File: src/rtl/instruction_fetch_if.sv
// Program-memory bus between the fetch stage and asynchronous-read instruction ROM.
// Master (fetch) drives the address; slave (memory) returns the word in the same cycle.
interface instruction_fetch_if #(
    parameter int ADDRESS_WIDTH      = 8,
    parameter int PROGRAM_DATA_WIDTH = 17
);
    logic [ADDRESS_WIDTH-1:0]      prog_addr;
    logic [PROGRAM_DATA_WIDTH-1:0] prog_data;

    modport master (
        output prog_addr,
        input  prog_data
    );

    modport slave (
        input  prog_addr,
        output prog_data
    );
endinterface

File: src/rtl/instruction_fetch.sv
// Fetch stage: owns the PC, drives program memory and fills the IF/ID register.
// Priority per edge is reset, redirect (flush to bubble), stall (hold), then advance.
module instruction_fetch #(
    parameter int                          ADDRESS_WIDTH      = 8,
    parameter int                          PROGRAM_DATA_WIDTH = 17,
    parameter logic [ADDRESS_WIDTH-1:0]    RESET_PC           = '0,
    parameter logic [PROGRAM_DATA_WIDTH-1:0] NOP_INSTR        = '0
) (
    input  logic                          clk,
    input  logic                          rst,
    input  logic                          stall,
    input  logic                          redirect_valid,
    input  logic [ADDRESS_WIDTH-1:0]      redirect_target,
    instruction_fetch_if.master           pmem,
    output logic [PROGRAM_DATA_WIDTH-1:0] ifid_instr,
    output logic [ADDRESS_WIDTH-1:0]      ifid_pc,
    output logic [ADDRESS_WIDTH-1:0]      ifid_pc_plus1,
    output logic                          ifid_valid,
    output logic [15:0]                   fetch_count
);

    typedef struct packed {
        logic [PROGRAM_DATA_WIDTH-1:0] instr;
        logic [ADDRESS_WIDTH-1:0]      pc;
        logic [ADDRESS_WIDTH-1:0]      pc_plus1;
        logic                          valid;
    } ifid_t;

    localparam logic [ADDRESS_WIDTH-1:0] PC_ONE    = ADDRESS_WIDTH'(1);
    localparam logic [15:0]              COUNT_MAX = 16'hFFFF;

    logic [ADDRESS_WIDTH-1:0] pc_q;
    logic [ADDRESS_WIDTH-1:0] pc_d;
    logic [ADDRESS_WIDTH-1:0] pc_inc;
    ifid_t                    ifid_q;
    ifid_t                    ifid_d;
    logic [15:0]              fetch_count_q;
    logic [15:0]              fetch_count_d;

    assign pc_inc = pc_q + PC_ONE;

    always_comb begin
        pc_d          = pc_q;
        ifid_d        = ifid_q;
        fetch_count_d = fetch_count_q;
        if (redirect_valid) begin
            // Wrong-path fetch becomes a bubble; pc fields keep their last value.
            pc_d         = redirect_target;
            ifid_d.instr = NOP_INSTR;
            ifid_d.valid = 1'b0;
        end else if (!stall) begin
            pc_d            = pc_inc;
            ifid_d.instr    = pmem.prog_data;
            ifid_d.pc       = pc_q;
            ifid_d.pc_plus1 = pc_inc;
            ifid_d.valid    = 1'b1;
            if (fetch_count_q != COUNT_MAX) begin
                fetch_count_d = fetch_count_q + 16'd1;
            end
        end
    end

    always_ff @(posedge clk) begin
        if (rst) begin
            pc_q            <= RESET_PC;
            ifid_q.instr    <= NOP_INSTR;
            ifid_q.pc       <= '0;
            ifid_q.pc_plus1 <= '0;
            ifid_q.valid    <= 1'b0;
            fetch_count_q   <= '0;
        end else begin
            pc_q          <= pc_d;
            ifid_q        <= ifid_d;
            fetch_count_q <= fetch_count_d;
        end
    end

    assign pmem.prog_addr = pc_q;
    assign ifid_instr     = ifid_q.instr;
    assign ifid_pc        = ifid_q.pc;
    assign ifid_pc_plus1  = ifid_q.pc_plus1;
    assign ifid_valid     = ifid_q.valid;
    assign fetch_count    = fetch_count_q;

endmodule

File: src/flat_wrapper.sv
// flat-port wrapper written by rule: the top's interface ports become plain ports
module instruction_fetch_flat 
#(
    parameter int                          ADDRESS_WIDTH      = 8,
    parameter int                          PROGRAM_DATA_WIDTH = 17,
    parameter logic [ADDRESS_WIDTH-1:0]    RESET_PC           = '0,
    parameter logic [PROGRAM_DATA_WIDTH-1:0] NOP_INSTR        = '0
)
  (clk, rst, stall, redirect_valid, redirect_target, ifid_instr, ifid_pc, ifid_pc_plus1, ifid_valid, fetch_count, pmem_prog_addr, pmem_prog_data);
  instruction_fetch_if #(.ADDRESS_WIDTH(ADDRESS_WIDTH), .PROGRAM_DATA_WIDTH(PROGRAM_DATA_WIDTH)) pmem_i ();
  input  logic clk;
  input  logic rst;
  input  logic stall;
  input  logic redirect_valid;
  input  logic [ADDRESS_WIDTH-1:0] redirect_target;
  output logic [PROGRAM_DATA_WIDTH-1:0] ifid_instr;
  output logic [ADDRESS_WIDTH-1:0] ifid_pc;
  output logic [ADDRESS_WIDTH-1:0] ifid_pc_plus1;
  output logic ifid_valid;
  output logic [15:0] fetch_count;
  output wire logic [$bits(pmem_i.prog_addr)-1:0] pmem_prog_addr;
  input wire logic [$bits(pmem_i.prog_data)-1:0] pmem_prog_data;
  assign pmem_prog_addr = pmem_i.prog_addr;
  assign pmem_i.prog_data = pmem_prog_data;
  instruction_fetch #(.ADDRESS_WIDTH(ADDRESS_WIDTH), .PROGRAM_DATA_WIDTH(PROGRAM_DATA_WIDTH), .RESET_PC(RESET_PC), .NOP_INSTR(NOP_INSTR)) u_core (.clk(clk), .rst(rst), .stall(stall), .redirect_valid(redirect_valid), .redirect_target(redirect_target), .pmem(pmem_i), .ifid_instr(ifid_instr), .ifid_pc(ifid_pc), .ifid_pc_plus1(ifid_pc_plus1), .ifid_valid(ifid_valid), .fetch_count(fetch_count));
endmodule
File: config.mk
export PLATFORM = sky130hd
export DESIGN_NAME = instruction_fetch_flat
export DESIGN_NICKNAME = d
export VERILOG_FILES = /design/src/rtl/instruction_fetch_if.sv /design/src/rtl/instruction_fetch.sv /design/src/flat_wrapper.sv
export SDC_FILE = /design/constraint.sdc
export NUM_CORES = 1
export LEC_CHECK = 0
export CAP_MARGIN = 30
export CORE_ASPECT_RATIO = 0.5
export CORE_MARGIN = 2
export CORE_UTILIZATION = 48
export CTS_CLUSTER_DIAMETER = 100
export DETAILED_ROUTE_END_ITERATION = 6
export GPL_TIMING_DRIVEN = 0
export PLACE_DENSITY_LB_ADDON = 0.3
export SLEW_MARGIN = 0
export SYNTH_ARGS = -nofsm -noshare
export SYNTH_HDL_FRONTEND = slang
export SYNTH_SLANG_ARGS = --single-unit
File: constraint.sdc
create_clock -name clk -period 3.3 [get_ports clk]
set_input_delay 0.33 -clock clk [delete_from_list [all_inputs] [get_ports clk]]
set_output_delay 0.33 -clock clk [all_outputs]
set_load 0.03 [all_outputs]
==> results of run 1 <==
-- registers in the layout, summed over array words and instances (netlist names) --
name / count
u_core.ifid_instr: 17
u_core.fetch_count: 16
u_core.ifid_pc: 8
u_core.ifid_pc_plus1: 8
u_core.pmem.prog_addr: 8
u_core.ifid_valid: 1
-- metrics by stage --
stage	instance area, um^2	power (mW)
final	3620	1.588
after global routing	3620	1.644
after CTS	3620	1.593
after detailed placement	3431	0.9808
after global placement	3426	0.9740
after floorplan	2487	0.8784
-- logic make-up after synthesis --
kind of cell | share of synthesized area, %
and+or+nand+nor | 23.54
DFF | 46.68
AOI/OAI and AO/OA | 12.93
muxes | 9.406
buffers and inverters | 3.270
xor gates and xnor gates | 3.169
adders and majority gates | 1.006
-- final cells by class --
cell class                 instances  area share, %
multi-input combinational        208          34.39
sequential                        58          32.08
timing repair buffer              86          23.64
clock buffer                      13          4.943
tap                               70          2.420
buffer                            16          1.728
inverter                           5         0.5185
clock inverter                     2         0.2765
-- metal layers --
metal  up-vias  global-route usage (%)  share of wire, %
li1       1199                       -                 -
met1      1129                   25.52                41
met2        84                   43.12                49
met3        12                   9.953               8.9
met4         0                   9.649               1.1
met5         -                       0                 0
-- placed cells by master (no fill, tap or decap), types with 3 or more instances in the layout --
| cell type | netlist | layout |
|---|---|---|
| xnor2_1 | 3 | 3 |
| o31ai_1 | 5 | 5 |
| clkdlybuf4s50_1 | 0 | 85 |
| clkbuf_8 | 0 | 13 |
| nor3_1 | 6 | 6 |
| a21oi_1 | 28 | 28 |
| nor2_1 | 38 | 38 |
| clkbuf_1 | 14 | 14 |
| nor2b_1 | 3 | 3 |
| inv_1 | 5 | 5 |
| a211oi_1 | 5 | 5 |
| nand2_1 | 28 | 28 |
| nand2b_1 | 3 | 3 |
| mux2_2 | 3 | 3 |
| nor4_1 | 4 | 4 |
| o21ai_0 | 9 | 9 |
| mux2i_1 | 20 | 20 |
| nand3_1 | 8 | 8 |
| o21a_1 | 3 | 3 |
| xor2_1 | 6 | 6 |
| buf_2 | 2 | 3 |
| nand4_1 | 5 | 5 |
| or3_1 | 10 | 10 |
| dfxtp_1 | 58 | 58 |
| or4_1 | 4 | 4 |
-- worst min-delay path: cells and delay by family --
kind / cells / cell delay (ps)
buf+inv: 1 / 170
mux: 1 / 140
simple gates: 1 / 110
-- where the power goes --
part | internal, mW | total, mW | switching (mW)
clock network | 0.348 | 0.622 | 0.274
registers | 0.724 | 0.746 | 0.0213
logic | 0.102 | 0.221 | 0.119
total | 1.17 | 1.59 | 0.414
-- path summary, 6_finish.rpt --
check,depth (start not counted),endpoint,startpoint,slack (ps)
worst max-delay path,5,u_core.fetch_count[13],stall,1140
worst min register to register,2,u_core.ifid_valid,u_core.ifid_valid,460
worst min-delay path,3,u_core.fetch_count[3],rst,450
worst max register to register,5,u_core.fetch_count[9],u_core.fetch_count[0],1220
==> impl_metrics.toml, run 1 <==
[status]
status = "complete, no violations"

[critical_path]
cp_slowest_cell = "or4b_4"
crit_required_ps = 3570
cpLargestDelayFamily = "simple AND/OR/NAND/NOR gates"
path_cells = "clkdlybuf4s50_1 > or3b_1 > or4b_4 > or4_1 > a21oi_1"
cp-start-kind = "input port"
cp-end-kind = "register"
crit_arrival_ps = 2430
worstSetupPathType = "input port to register"
path_buf_inv = 1
cp_max_fo = 5
slowest_delay_ps = 550

[sta]
postLayoutSetupSlackWorst_ps = 1142
setup_violations = 0
fin_crit_sh_pct = 65.40
layout_min_cycle_time_ps = 2158
max_slew_margin_pct = 43.50
fin_skew_ps = 7.168
tns_ps = 0
timing.hold.ws_ps = 445.0
final_hold_viol_count = 0
tightest_slew_ps = 841.0
final_max_slew_viol_count = 0
fmax_mhz = 463.4
rsz0062_at_grt = "false"

[placement]
dpl.hpwl_um = 4654
gp_congestion = 0.8017
pre_cts_slack_ps = 816.6
io_buffers = 85
dp_cells = 443

[clocking]
path_clk_slew_ps = 60
cts_max_level = 3
clkSinkCount = 58
cts_setup_buffers = 0
cts_tree = "done"
cts-hold-fix-buffers = 0
cts_buffer_depth = 2
numCtsBuffers = 9
ctsResizeCount = 0
cts_root_buf = "clkbuf_8"
clk_latency_ps = 340

[grt]
grt_overflow_total = 0
grt_max_degree = 11
grt_pass1_vias = 2362
antenna_found_initial = 0
grtUsageTotal_pct = 23.64
grt_pass1_wl_um = 10510

[detailed_routing]
drt-initial-drc-count = 81
drt_pre_antenna_iters = 4
via_count = 2424
drtAntennaViolNets = 0
drc = 0
wirelength_um = 6525
wl_per_cell_um = 14.25
vias_per_cell = 5.293

[layout]
multiInputGateArea_um2 = 1245
fin_cells = 458
regArea_um2 = 1161
areaGrowthSynthToFinish_pct = 45.52
fillers = 390
drive_gt1_share_pct = 6.186
fin_nets = 415
finish.utilization_pct = 73.06
antenna_cells = 0

[flow_run]
cap_violations = 0

[logic_synthesis]
synthTopCellsByArea = "dfxtp_1 (47%), mux2i_1 (8.0%), nor2_1 (5.7%)"
synth_top_cell_by_area = "dfxtp_1"
ys_types = 35
syn-cell-area_um2 = 2487
async_flop_share_pct = 0
synthCells = 287
synthFlopType = "dfxtp_1"
synth_common_cells = "dfxtp_1 (58), nor2_1 (38), a21oi_1 (28), nand2_1 (28), mux2i_1 (20)"
synth_edf_count = 0
ys_ff_latch = 58
ys_seq_area_share_pct = 46.68
yosysTopAreaCellShare_pct = 46.68
syn_area_per_cell_um2 = 8.667
synthMostInstantiatedCell = "dfxtp_1"
synth_nets = 318
ys.warnings.count = 0

[die]
rows = 18
io_pins = 87
initial_core_util_pct = 50.20
core_um2 = 4955
die_y_um = 54.90
dieArea_um2 = 5809
die_x_um = 105.8

[pwr]
powerDensity_nw_per_um2 = 438.7
p_leak_nw = 1.311
ir_worst_vdd_mv = 0.2717

[min_path]
hold_class = "input port to register"
Note: power is estimated with default switching activity, not from simulation.
==> inputs of run 2 (changes only) <==
--- a/config.mk
+++ b/config.mk
@@ -8,7 +8,7 @@
 export CAP_MARGIN = 30
 export CORE_ASPECT_RATIO = 0.5
 export CORE_MARGIN = 2
-export CORE_UTILIZATION = 48
+export CORE_UTILIZATION = 45
 export CTS_CLUSTER_DIAMETER = 100
 export DETAILED_ROUTE_END_ITERATION = 6
 export GPL_TIMING_DRIVEN = 0
==> constraint.sdc (replaced) <==
create_clock -name clk -period 2.01 [get_ports clk]
set_input_delay 0.201 -clock clk [delete_from_list [all_inputs] [get_ports clk]]
set_output_delay 0.201 -clock clk [all_outputs]
set_load 0.03 [all_outputs]
==> run 2 against run 1 <==
Count of clock-buffer cells in the layout is 1 higher. Register-to-register slack worse by 1200 ps. Via count is 2.3% higher. Final area is 2.7% higher. First-iteration DRC count is 25% higher. Non-clock buffer count is 2 higher. Combinational power is 63% higher. Worst hold slack worse by 120 ps. Clock power is 74% higher. Core utilization is 4.2 points lower. Cell count is 1.3% higher. Global-route usage is 0.58 points lower. Critical path type is now register to register. Critical endpoint unchanged. Largest cell class unchanged. Largest power group unchanged.
==> impl_metrics.toml, run 2 (synthesized netlist as in run 1, its figures left out) <==
[status]
status = "complete, no violations"

[sta]
fin_skew_ps = 6.888
fin_crit_sh_pct = 99.51
max_slew_margin_pct = 63.44
rsz0062_at_grt = "true"
tightest_slew_ps = 548.4
layout_min_cycle_time_ps = 2000
setup_violations = 0
fmax_mhz = 499.9
postLayoutSetupSlackWorst_ps = 9.776
final_max_slew_viol_count = 0
final_hold_viol_count = 0

[critical_path]
r2r-end = "u_core.fetch_count[13]"
cp-end-kind = "register"
startpoint = "u_core.fetch_count[6]"
crit_arrival_ps = 2280
r2r_cells = 4
cp-start-kind = "register"
crit_required_ps = 2290
critPathCapture = "u_core.fetch_count[13]"
worstSetupPathType = "register to register"
cp_max_fo = 6
reg2reg_from = "u_core.fetch_count[6]"
rrSetupSlack_ps = 10

[grt]
antenna_found_initial = 0
grt_pass1_wl_um = 10840
grtUsageTotal_pct = 23.06
grt_overflow_total = 0
grt_pass1_vias = 2402
grt_max_degree = 11

[layout]
finish.utilization_pct = 68.88
mostFrequentLayoutCell = "clkdlybuf4s50_1"
drive_gt1_share_pct = 9.463
largest_reg_flops = 17
most-common-layout-cells = "clkdlybuf4s50_1 (84), dfxtp_1 (56), nor2_1 (38)"
fillers = 426
fin_nets = 417
antenna_cells = 0
fin_cells = 464
areaGrowthSynthToFinish_pct = 49.45
design_area_um2 = 3717

[clocking]
cts_root_buf = "clkbuf_8"
clk_latency_ps = 340
path_clk_slew_ps = 60
cts_max_level = 3
clkSinkCount = 58
numCtsBuffers = 9
cts_buffer_depth = 2
cts_tree = "done"

[detailed_routing]
drtAntennaViolNets = 0
wl_per_cell_um = 14.14
drt-initial-drc-count = 101
drc = 0
wl_met2_um = 3248
wl_met3_um = 523
drt_pre_antenna_iters = 4
m1WireLength_um = 2716
wirelength_um = 6559
top_layer = "met4"
vias_per_cell = 5.345
via_count = 2480

[placement]
pre_cts_slack_ps = -333.0
io_buffers = 85
dpl.hpwl_um = 4648
gp_congestion = 0.8206
place_area_um2 = 3438
dp_cells = 445

[pwr]
p_switching_mw = 0.6728
pwr-share-clk_pct = 40.6
switching_share_pct = 25.22
seqPwrFrac_pct = 45.9
internal_power_mw = 1.995
p_leak_nw = 1.355
ir_worst_vdd_mv = 0.5136
powerDensity_nw_per_um2 = 717.6
power_frac_comb_pct = 13.5

[die]
dieArea_um2 = 6174
die_y_um = 56.57
initial_core_util_pct = 46.09
core_um2 = 5396
die_x_um = 109.1
rows = 19
io_pins = 87

[flow_run]
cap_violations = 0

[min_path]
hold_class = "input port to register"
==> run 2: cell types whose count changed in the layout (fill, tap and decap cells not counted), sizes merged <==
cell	before	now
clkdlybuf4s50	85	84
bufinv	0	1
clkinv	2	1
clkbuf	27	28
dlymetal6s2s	0	1
buf	3	5
==> run 2: critical path, stage by stage, from the launching register on <==
cell	delay [ps]
dfxtp_4	370
or3b_4	390
or4b_4	550
or4_4	500
a21oi_2	140
==> run 2: per-stage QoR <==
stage                     TNS (ps)  hold WS (ps)  power [mW]
after floorplan             -24.25         343.7       1.442
after global routing        -22.09         341.0       2.770
after global placement       -5078         439.3       1.601
after CTS                        0         319.2       2.696
final                            0         328.1       2.668
after detailed placement     -6657         446.2       1.610
==> run 2: final cells by class <==
type	count	area [um^2]	area share [%]
multi-input combinational	208	1304	35.07
sequential	58	1166	31.37
inverter	5	18.77	0.5049
clock inverter	2	35.03	0.9424
timing repair buffer	88	875.8	23.56
buffer	16	63.81	1.717
clock buffer	14	162.7	4.376
tap	73	91.34	2.457
==> run 2: worst min path at each step <==
| stage | start | to | slack (ps) | cells after the start |
|---|---|---|---|---|
| 3_3_place_gp | u_core.ifid_valid | u_core.ifid_valid | 440 | 2 |
| 4_1_cts | rst | u_core.fetch_count[4] | 320 | 3 |
| 6_report | rst | u_core.fetch_count[4] | 330 | 3 |
| 5_1_grt | rst | u_core.fetch_count[4] | 340 | 3 |
| 2_1_floorplan | redirect_target[1] | u_core.pmem.prog_addr[1] | 340 | 2 |
| 3_5_place_dp | u_core.ifid_valid | u_core.ifid_valid | 450 | 2 |
==> run 2: power groups by stage <==
stage	logic [mW]	registers (mW)	clock network, mW
2_1_floorplan	0.121	1.32	0
3_3_place_gp	0.353	1.25	0
3_5_place_dp	0.360	1.25	0
4_1_cts	0.362	1.22	1.11
5_1_grt	0.389	1.23	1.15
6_report	0.360	1.22	1.08
==> run 2: layer usage <==
metal	vias up	GRT usage, %
met5	-	0
met4	0	7.509
met3	9	12.20
met2	75	38.60
met1	1185	25.18
li1	1211	-
==> run 2: what timing repair did <==
| item | 4_1_cts | 5_1_grt |
|---|---|---|
| gates resized for setup | 2 | 12 |
| setup buffers | 0 | 3 |
| pin swaps | 1 | 2 |
| hold buffers | 0 | 0 |
| setup endpoints to repair | 7 | 29 |
